[src/rtl/multi_mode_game_counter.sv]
// -----------------------------------------------------------------------------
// multi_mode_game_counter
//
// Purpose:
//   An up/down counter with a programmable step that also keeps game scores.
//   A win event occurs when an update lands on MAX, and a lose event occurs
//   when an update lands on 0. Each event bumps its own score counter.
//   When either score reaches SMAX, the game ends: gameover is raised and the
//   count, the scores and who are frozen until restart or rst.
//
// Configuration:
//   MULTI_MODE_GAME_COUNTER_SATURATE_EN
//     Defined   : updates clamp at MAX / 0. Landing there by clamping
//                 still raises the matching event.
//     Undefined : updates wrap modulo 2^WIDTH.
//
// Ports:
//   clk       in   rising-edge clock
//   rst       in   synchronous active-high reset
//   en        in   count-update enable
//   mode[1:0] in   00 up 1, 01 up step, 10 down 1, 11 down step
//   step      in   step magnitude (used in modes 01/11)
//   init      in   load init_val into count
//   init_val  in   load value
//   restart   in   clear game state and load init_val
//   count     out  registered count
//   winner    out  one-cycle win pulse
//   loser     out  one-cycle lose pulse
//   who[1:0]  out  00 none, 01 win side ended game, 10 lose side ended game
//   gameover  out  high while the game is over
// -----------------------------------------------------------------------------
module multi_mode_game_counter #(
  parameter int WIDTH       = 5,
  parameter int SCORE_WIDTH = 4,
  parameter int STEP_WIDTH  = 3
) (
  input  logic                  clk,
  input  logic                  rst,
  input  logic                  en,
  input  logic [1:0]            mode,
  input  logic [STEP_WIDTH-1:0] step,
  input  logic                  init,
  input  logic [WIDTH-1:0]      init_val,
  input  logic                  restart,
  output logic [WIDTH-1:0]      count,
  output logic                  winner,
  output logic                  loser,
  output logic [1:0]            who,
  output logic                  gameover
);

  // Arithmetic width wide enough for count + step without losing the carry.
  localparam int AW = ((WIDTH > STEP_WIDTH) ? WIDTH : STEP_WIDTH) + 1;

  localparam logic [WIDTH-1:0]       MAX      = {WIDTH{1'b1}};
  localparam logic [WIDTH-1:0]       ZERO     = {WIDTH{1'b0}};
  localparam logic [SCORE_WIDTH-1:0] SMAX     = {SCORE_WIDTH{1'b1}};
  localparam logic [1:0]             WHO_NONE = 2'b00;
  localparam logic [1:0]             WHO_WIN  = 2'b01;
  localparam logic [1:0]             WHO_LOSE = 2'b10;
`ifdef MULTI_MODE_GAME_COUNTER_SATURATE_EN
  localparam logic [AW-1:0]          MAX_EXT  = {{(AW-WIDTH){1'b0}}, MAX};
`endif

  logic [WIDTH-1:0]       count_q, count_d;
  logic [SCORE_WIDTH-1:0] win_score_q, win_score_d;
  logic [SCORE_WIDTH-1:0] lose_score_q, lose_score_d;
  logic                   winner_q, winner_d;
  logic                   loser_q, loser_d;
  logic [1:0]             who_q, who_d;
  logic                   gameover_q, gameover_d;

  logic [AW-1:0]          delta_s;
  logic [AW-1:0]          cnt_ext_s;
  logic [AW-1:0]          up_sum_s;
  logic [AW-1:0]          dn_diff_s;
  logic [WIDTH-1:0]       upd_count_s;
  logic                   upd_win_s;
  logic                   upd_lose_s;

  // Candidate count after an enabled update, and the event it would raise.
  always_comb begin
    cnt_ext_s = {{(AW-WIDTH){1'b0}}, count_q};
    if (mode[0]) begin
      delta_s = {{(AW-STEP_WIDTH){1'b0}}, step};
    end else begin
      delta_s = {{(AW-1){1'b0}}, 1'b1};
    end
    up_sum_s  = cnt_ext_s + delta_s;
    dn_diff_s = cnt_ext_s - delta_s;
`ifdef MULTI_MODE_GAME_COUNTER_SATURATE_EN
    if (!mode[1]) begin
      upd_count_s = (up_sum_s >= MAX_EXT) ? MAX : WIDTH'(up_sum_s);
    end else begin
      upd_count_s = (delta_s >= cnt_ext_s) ? ZERO : WIDTH'(dn_diff_s);
    end
`else
    if (!mode[1]) begin
      upd_count_s = WIDTH'(up_sum_s);
    end else begin
      upd_count_s = WIDTH'(dn_diff_s);
    end
`endif
    // A zero step is a hold. It raises no event, even if count already sits on MAX or 0.
    upd_win_s  = (delta_s != {AW{1'b0}}) && (upd_count_s == MAX);
    upd_lose_s = (delta_s != {AW{1'b0}}) && (upd_count_s == ZERO);
  end

  // Next-state selection by priority: restart, frozen, init, update, hold.
  always_comb begin
    count_d      = count_q;
    win_score_d  = win_score_q;
    lose_score_d = lose_score_q;
    who_d        = who_q;
    gameover_d   = gameover_q;
    winner_d     = 1'b0;
    loser_d      = 1'b0;
    if (restart) begin
      count_d      = init_val;
      win_score_d  = {SCORE_WIDTH{1'b0}};
      lose_score_d = {SCORE_WIDTH{1'b0}};
      who_d        = WHO_NONE;
      gameover_d   = 1'b0;
    end else if (gameover_q) begin
      count_d = count_q;
    end else if (init) begin
      count_d = init_val;
    end else if (en) begin
      count_d      = upd_count_s;
      winner_d     = upd_win_s;
      loser_d      = upd_lose_s;
      win_score_d  = win_score_q + {{(SCORE_WIDTH-1){1'b0}}, upd_win_s};
      lose_score_d = lose_score_q + {{(SCORE_WIDTH-1){1'b0}}, upd_lose_s};
      // Only one event fires per update, so at most one score reaches SMAX here.
      if (win_score_d == SMAX) begin
        gameover_d = 1'b1;
        who_d      = WHO_WIN;
      end else if (lose_score_d == SMAX) begin
        gameover_d = 1'b1;
        who_d      = WHO_LOSE;
      end else begin
        gameover_d = 1'b0;
      end
    end else begin
      count_d = count_q;
    end
  end

  // State and output registers with synchronous reset.
  always_ff @(posedge clk) begin
    if (rst) begin
      count_q      <= {WIDTH{1'b0}};
      win_score_q  <= {SCORE_WIDTH{1'b0}};
      lose_score_q <= {SCORE_WIDTH{1'b0}};
      winner_q     <= 1'b0;
      loser_q      <= 1'b0;
      who_q        <= WHO_NONE;
      gameover_q   <= 1'b0;
    end else begin
      count_q      <= count_d;
      win_score_q  <= win_score_d;
      lose_score_q <= lose_score_d;
      winner_q     <= winner_d;
      loser_q      <= loser_d;
      who_q        <= who_d;
      gameover_q   <= gameover_d;
    end
  end

  assign count    = count_q;
  assign winner   = winner_q;
  assign loser    = loser_q;
  assign who      = who_q;
  assign gameover = gameover_q;

endmodule

[config.mk]
export PLATFORM = sky130hd
export DESIGN_NAME = multi_mode_game_counter
export DESIGN_NICKNAME = d
export VERILOG_FILES = /design/src/rtl/multi_mode_game_counter.sv
export SDC_FILE = /design/constraint.sdc
export NUM_CORES = 1
export LEC_CHECK = 0
export CAP_MARGIN = 0
export CORE_AREA = 2 2 53 55
export DETAILED_ROUTE_END_ITERATION = 10
export DIE_AREA = 0 0 55 57
export HOLD_SLACK_MARGIN = 0.05
export PLACE_DENSITY = 0.77
export SLEW_MARGIN = 5
export SYNTH_ARGS = -nofsm -noshare
export SYNTH_HDL_FRONTEND = slang
export SYNTH_SLANG_ARGS = --single-unit
[constraint.sdc]
create_clock -name clk -period 4.9 [get_ports clk]
set_clock_uncertainty 0.05 [all_clocks]
set_input_delay 0.98 -clock clk [delete_from_list [all_inputs] [get_ports clk]]
set_output_delay 0.98 -clock clk [all_outputs]
set_load 0.005 [all_outputs]
Word level (Yosys, flattened, before mapping)
Cells that the tools add are included.
{"block": "word_totals", "register_bits": 18, "inputBits": 15, "output_inout_bits": 10, "wordCells": 42}
{"block": "classes", "addsub": 4, "n_eq_ne": 4, "n_mux": 13, "bitwise": 3, "n_reduce_logical": 11}
{"op": "$mux W5", "n": 5}
{"op": "$add A4 B1 Y4", "n": 2}
{"op": "$eq A4 B4 Y1 const B", "n": 2}
{"op": "$reduce_bool A6 Y1", "n": 1}
{"op": "$add A5 B5 Y5", "n": 1}
{"op": "$eq A5 B5 Y1 const B", "n": 1}
{"op": "$logic_not A5 Y1", "n": 1}
{"op": "$mux W1", "n": 5}
{"op": "$reduce_or A5 Y1", "n": 1}
{"op": "$sub A5 B5 Y5", "n": 1}
{"op": "$mux W2", "n": 2}
{"op": "$reduce_and A4 Y1", "n": 1}
{"op": "$mux W3", "n": 1}
{"op": "$not A1 Y1", "n": 3}
{"op": "$reduce_and A3 Y1", "n": 1}
{"op": "$reduce_bool A3 Y1", "n": 1}
{"op": "$logic_and A1 B1 Y1", "n": 2}
{"op": "$ne A2 B2 Y1 const B", "n": 1}
{"op": "$reduce_and A2 Y1", "n": 1}
{"op": "$reduce_bool A2 Y1", "n": 1}
{"op": "$reduce_or A2 Y1", "n": 1}

Longest topological paths before layout
{"block": "logic_depth", "word_depth": 12, "mapped_depth": 17, "mapped_depth_nobuf": 17}

Worst setup path after synthesis
Ideal clock, no wire load.
{"block": "synth_timing", "path_type": "input -> register", "startpoint": "in step[0]", "endpoint": "reg gameover_q, in the netlist gameover", "setup_ns": 0.125, "t_arrival_ns": 4.110, "required_time_ns": 4.725, "path_slack_ns": 0.614, "cell_stages": 16, "cell_sequence": "nand2b_1 -> inv_1 -> ha_1 -> ha_1 -> nor2b_1 -> a31oi_1 -> ha_1 -> xnor2_1 -> nor4b_2 -> or4b_4 -> a21oi_1 -> ha_1 -> ha_1 -> nand4b_1 -> o21ai_0 -> o41a_1"}
{"block": "synth_between", "elab_cells_between_ends": 18, "classes_between": "add/sub: 4; eq/ne: 3; mux: 7; reduce/logical: 4"}
{"item": "start: declaration", "line_no": "41", "text": "input logic [STEP_WIDTH-1:0] step,"}
{"item": "$mux W3 *", "line_no": "84", "text": "if (mode[0]) begin"}
{"item": "$add A5 B5 Y5 / $sub A5 B5 Y5 (equally long branches)", "line_no": "89, 90"}
{"item": "$mux W5", "line_no": "98", "text": "if (!mode[1]) begin"}
{"item": "$eq A5 B5 Y1", "line_no": "105", "text": "upd_win_s = (delta_s != {AW{1'b0}}) && (upd_count_s == MAX);"}
{"item": "$logic_and A1 B1 Y1 *", "line_no": "105"}
{"item": "via upd_win_s", "line_no": "78", "text": "logic upd_win_s;"}
{"item": "$add A4 B1 Y4 *", "line_no": "132", "text": "win_score_d = win_score_q + {{(SCORE_WIDTH-1){1'b0}}, upd_win_s};"}
{"item": "$eq A4 B4 Y1 *", "line_no": "135", "text": "if (win_score_d == SMAX) begin"}
{"item": "$mux W1 *", "line_no": "135"}
{"item": "$mux W1 *", "line_no": "128", "text": "end else if (en) begin"}
{"item": "$mux W1 *", "line_no": "126", "text": "end else if (init) begin"}
{"item": "$mux W1 *", "line_no": "124", "text": "end else if (gameover_q) begin"}
{"item": "end signal: assignment", "line_no": "166", "text": "gameover_q <= gameover_d;"}
{"item": "end: declaration", "line_no": "71", "text": "logic gameover_q, gameover_d;"}
Mark *: on every way through the listed nets, which the timed path passes. The rest lies on a longest branch.
A chain may end at the register's enable or synchronous reset.

Worst setup path after layout
{"block": "layout_timing", "startpoint": "in mode[0]", "endpoint": "reg gameover_q, in the netlist gameover"}
{"block": "layout_between", "elab_cells_between_ends": 18, "classes_between": "add/sub: 4; eq/ne: 3; mux: 7; reduce/logical: 4"}
{"item": "start: declaration", "line_no": "40", "text": "input logic [1:0] mode,"}
{"item": "$mux W3 *", "line_no": "84"}
{"item": "$add A5 B5 Y5 / $sub A5 B5 Y5 (equally long branches)", "line_no": "89, 90"}
{"item": "$mux W5", "line_no": "98"}
{"item": "$eq A5 B5 Y1", "line_no": "105"}
{"item": "$logic_and A1 B1 Y1 *", "line_no": "105"}
{"item": "via upd_win_s", "line_no": "78"}
{"item": "$add A4 B1 Y4 *", "line_no": "132"}
{"item": "$eq A4 B4 Y1 *", "line_no": "135"}
{"item": "$mux W1 *", "line_no": "135"}
{"item": "$mux W1 *", "line_no": "128"}
{"item": "$mux W1 *", "line_no": "126"}
{"item": "$mux W1 *", "line_no": "124"}
Marked as above.

==> results.txt <==
The run finished with clean final reports. The worst hold path begins at who[1]. In this run the critical register-to-register path is launched from count[0].

The number of setup violations in the final report is 0. In this run, the number of DRC markers left after iteration 0 of detailed routing was 18. The synthesized area is 1180 um^2.

The quantity of hold-fixing buffers added after cts is 0. The worst hold path was traced through 2 stages. The type of element capturing the critical path is a flip-flop. The via density per instance came out at 5.42. The global-route wire length before repair is 4610 um. The signed area change from the synthesized netlist to the final layout came out at 33.3%.

The net switching power figure came out at 0.104 mW. The hold violation total from the final report is 0. The leakage power is 0.630 nW. The top fanout value on the critical path came out at 4. The most used flip-flop cell after synthesis is sky130_fd_sc_hd__dfxtp_1.

The reported max-cap violation count came out at 0. The cell count of the worst reg-to-reg path came out at 13. For this run, the share of the core covered by cells in the final layout is 0.603. The summed negative setup slack over all endpoints is 0 ns. The clock passes through at most 2 buffers.

After detailed routing, the number of remaining DRC violations is 0. The share of total power dissipated in the clock network is 0.249. TritonCTS built the clock tree. The maximum number of pins on one net before global-route repair is 12. Across the VDD grid, the largest voltage drop is 202 uV.

The number of placed instances, taps included, is 195. The largest total area in the synthesized netlist belongs to sky130_fd_sc_hd__dfxtp_1. The power share of the sequential group is 0.424. The total global-route track usage is 0.194.

The number of cell rows came out at 19. For this run, the number of Yosys warnings is 0. The clock period minus final worst setup slack is 4.62 ns. The met1 demand-to-capacity share in global routing came out at 0.224. The synthesized area per cell is 8.77 um^2. The number of global-route vias before repair is 1,132. The critical path is of the in2reg type. The area enclosed by the die boundary is 3140 um^2.

The worst slew slack as a fraction of its limit came out at 0.471. The weighted congestion reported at the end of routability-driven placement came out at 0.899. The power share of the combinational group is 0.327. The number of ports placed on the die boundary came out at 25. The final layout contains routed wiring with a total length of 2680 um.

The final cycle utilization of the critical path is 0.943. Clock tree synthesis inserted a total of 3 buffers. The floorplan step set the die width to 55 um.

The sequential area share after synthesis is 0.304. The number of H-tree branching levels came out at 1. The number of antenna violations at the first check in global routing came out at 0.

The number of cells in the finished layout apart from fillers came out at 200. The count of nets left with antenna violations after detail routing is 0. For the pin with the worst max-slew slack, the measured transition is 0.791 ns.

The tightest hold path in the finished design has a slack of 0.446 ns. The quantity of I/O buffers inserted on ports is 24. The top-area cell type share of the netlist area came out at 0.304. The clock transition at the registers of the reported paths is 0.11 ns. The maximum clock frequency is 216 MHz.

The HPWL reported at the end of detailed placement came out at 2100 um. Global routing finished with a remaining overflow of 0. The launching element type of the critical path is an input port. The met3 track demand over resource came out at 0.0340. Dividing the detail-routed wire length by the instance count gives 13.4 um. Ranked by total cell area, the synthesized netlist is headed by sky130_fd_sc_hd__dfxtp_1, sky130_fd_sc_hd__ha_1, sky130_fd_sc_hd__nor2_1. The number of synthesized flops with an enable pin is 0.

The synthesized netlist contains 45 unique library cells. The via count is 1,084. Of the total power, the share spent switching nets is 0.285. CTS placed an instance of sky130_fd_sc_hd__clkbuf_4 at the clock tree root. The total nets after synthesis came out at 161. The final-report max-slew violation count came out at 0. The layer flagged by global routing as most heavily used is met2.

The total area inside the core boundary comes to 2620 um^2. The vertical die dimension came out at 57 um. For this design the ratio of total power to cell area is 232 nW/um^2. The final layout contains 196 nets. The internal power summed over all cells came out at 0.261 mW. The effective utilization at floorplan is 0.453.

The detailed-router iteration count before antenna repair came out at 5. The TritonCTS sink count is 18. The diode insertion count for antenna repair came out at 0. Synthesis produced 135 cells. The required time at the worst-slack endpoint came out at 5.04 ns.

STA puts the critical path data arrival time at 4.76 ns. The clock latency on the worst-skew pair came out at 0.29 ns. The fraction of final layout cells sized beyond drive strength 1 is 0.148. Counting flops and latches in the post-synthesis netlist gives 18. In the synthesized netlist the async set-or-reset flop fraction comes to 0. In the global route stage, met2 resource usage came out at 0.347. The tightest min-delay check is of the reg2reg type. The start point of the critical path is mode[0].
[cell type report]
cell class | instances | area, um^2
clock buffer | 4 | 36.3
multi-input combinational | 107 | 805
sequential | 18 | 360
inverter | 6 | 22.5
fill | 224 | 1040
tap | 31 | 38.8
timing repair buffer | 34 | 315
[metrics by stage]
step / area [um^2] / power, mW / worst slack, ns
final: 1580 / 0.365 / 0.278
after global routing: 1580 / 0.388 / -0.0246
after CTS: 1550 / 0.363 / 0.250
after detailed placement: 1510 / 0.272 / -0.0517
after global placement: 1510 / 0.269 / 0.0557
after floorplan: 1180 / 0.221 / 0.614
[what timing repair did]
action,in CTS,in global routing
buffers inserted,0,1
setup endpoints to repair,0,3
resized for setup,0,5
[metal layers]
layer	wire length, um	vias to the layer above
met4	55	0
met3	96	6
met2	1360	20
met1	1170	498
met5	0	-
li1	-	560
[path summary, 6_finish.rpt]
check | endpoint | slack (ns)
setup / recovery | gameover | 0.28
hold / removal | who[1] | 0.45
setup reg to reg | gameover | 1.64
hold reg to reg | who[1] | 0.45
[cells in the mapped netlist, types with 2 or more instances]
cell,instances
sky130_fd_sc_hd__xnor2_1,3
sky130_fd_sc_hd__o211ai_1,2
sky130_fd_sc_hd__a21oi_1,6
sky130_fd_sc_hd__nand2_1,6
sky130_fd_sc_hd__nor2b_1,5
sky130_fd_sc_hd__nor2_1,20
sky130_fd_sc_hd__a31oi_1,2
sky130_fd_sc_hd__nand4_1,3
sky130_fd_sc_hd__a211oi_1,3
sky130_fd_sc_hd__mux2i_1,6
sky130_fd_sc_hd__nor3b_1,2
sky130_fd_sc_hd__nand4b_1,3
sky130_fd_sc_hd__inv_1,6
sky130_fd_sc_hd__ha_1,10
sky130_fd_sc_hd__dfxtp_1,18
sky130_fd_sc_hd__clkbuf_1,3
sky130_fd_sc_hd__xor2_1,6
sky130_fd_sc_hd__o21ai_0,4
[placed cells by master, fill, tap and decap left out, types with 2 or more instances in the layout]
cell,netlist,layout
sky130_fd_sc_hd__clkdlybuf4s50_1,0,24
sky130_fd_sc_hd__nand4_1,3,3
sky130_fd_sc_hd__nand4b_1,3,3
sky130_fd_sc_hd__o21ai_0,4,3
sky130_fd_sc_hd__mux2i_1,6,6
sky130_fd_sc_hd__inv_1,6,6
sky130_fd_sc_hd__nor2_1,20,20
sky130_fd_sc_hd__a21oi_1,6,5
sky130_fd_sc_hd__nor2b_1,5,5
sky130_fd_sc_hd__buf_4,0,10
sky130_fd_sc_hd__nand2_1,6,6
sky130_fd_sc_hd__clkbuf_4,0,3
sky130_fd_sc_hd__dfxtp_1,18,18
sky130_fd_sc_hd__o21ai_1,1,2
sky130_fd_sc_hd__o211ai_1,2,2
sky130_fd_sc_hd__a211oi_1,3,3
sky130_fd_sc_hd__nor3b_1,2,2
sky130_fd_sc_hd__xor2_1,6,6
sky130_fd_sc_hd__ha_1,10,9
sky130_fd_sc_hd__xnor2_1,3,2
[state kept, by name, indices dropped and copies added (netlist names)]
signal        flops
lose_score_q      4
win_score_q       4
gameover          1
who               2
loser             1
count             5
winner            1
[worst max-delay path, cell delays in order]
cell                              delay [ns]
sky130_fd_sc_hd__clkdlybuf4s50_1        0.46
sky130_fd_sc_hd__nand2b_1               0.13
sky130_fd_sc_hd__inv_1                  0.06
sky130_fd_sc_hd__ha_1                   0.20
sky130_fd_sc_hd__ha_1                   0.28
sky130_fd_sc_hd__nor2b_1                0.13
sky130_fd_sc_hd__a31oi_1                0.15
sky130_fd_sc_hd__ha_1                   0.30
sky130_fd_sc_hd__xnor2_2                0.17
sky130_fd_sc_hd__nor4b_2                0.27
sky130_fd_sc_hd__or4b_4                 0.51
sky130_fd_sc_hd__a21oi_2                0.15
sky130_fd_sc_hd__ha_2                   0.20
sky130_fd_sc_hd__ha_1                   0.25
sky130_fd_sc_hd__nand4b_1               0.11
sky130_fd_sc_hd__o21ai_1                0.10
sky130_fd_sc_hd__o41a_1                 0.31
[cells by family after synthesis]
logic type	count (synthesis)	synth area share
simple gates	51	0.242
compound gates	30	0.181
flops	18	0.304
fa+ha+maj	11	0.123
buf+inv	10	0.0328
xor+xnor	9	0.0666
mux	6	0.0507
[power groups by stage]
stage | combinational [mW] | sequential [mW] | clock, mW
after global placement | 0.111 | 0.158 | 0
after detailed placement | 0.114 | 0.158 | 0
after floorplan | 0.0627 | 0.158 | 0
after CTS | 0.114 | 0.155 | 0.0935
final | 0.119 | 0.155 | 0.0911
after global routing | 0.133 | 0.156 | 0.100
Note: power is estimated with default switching activity, not from simulation.
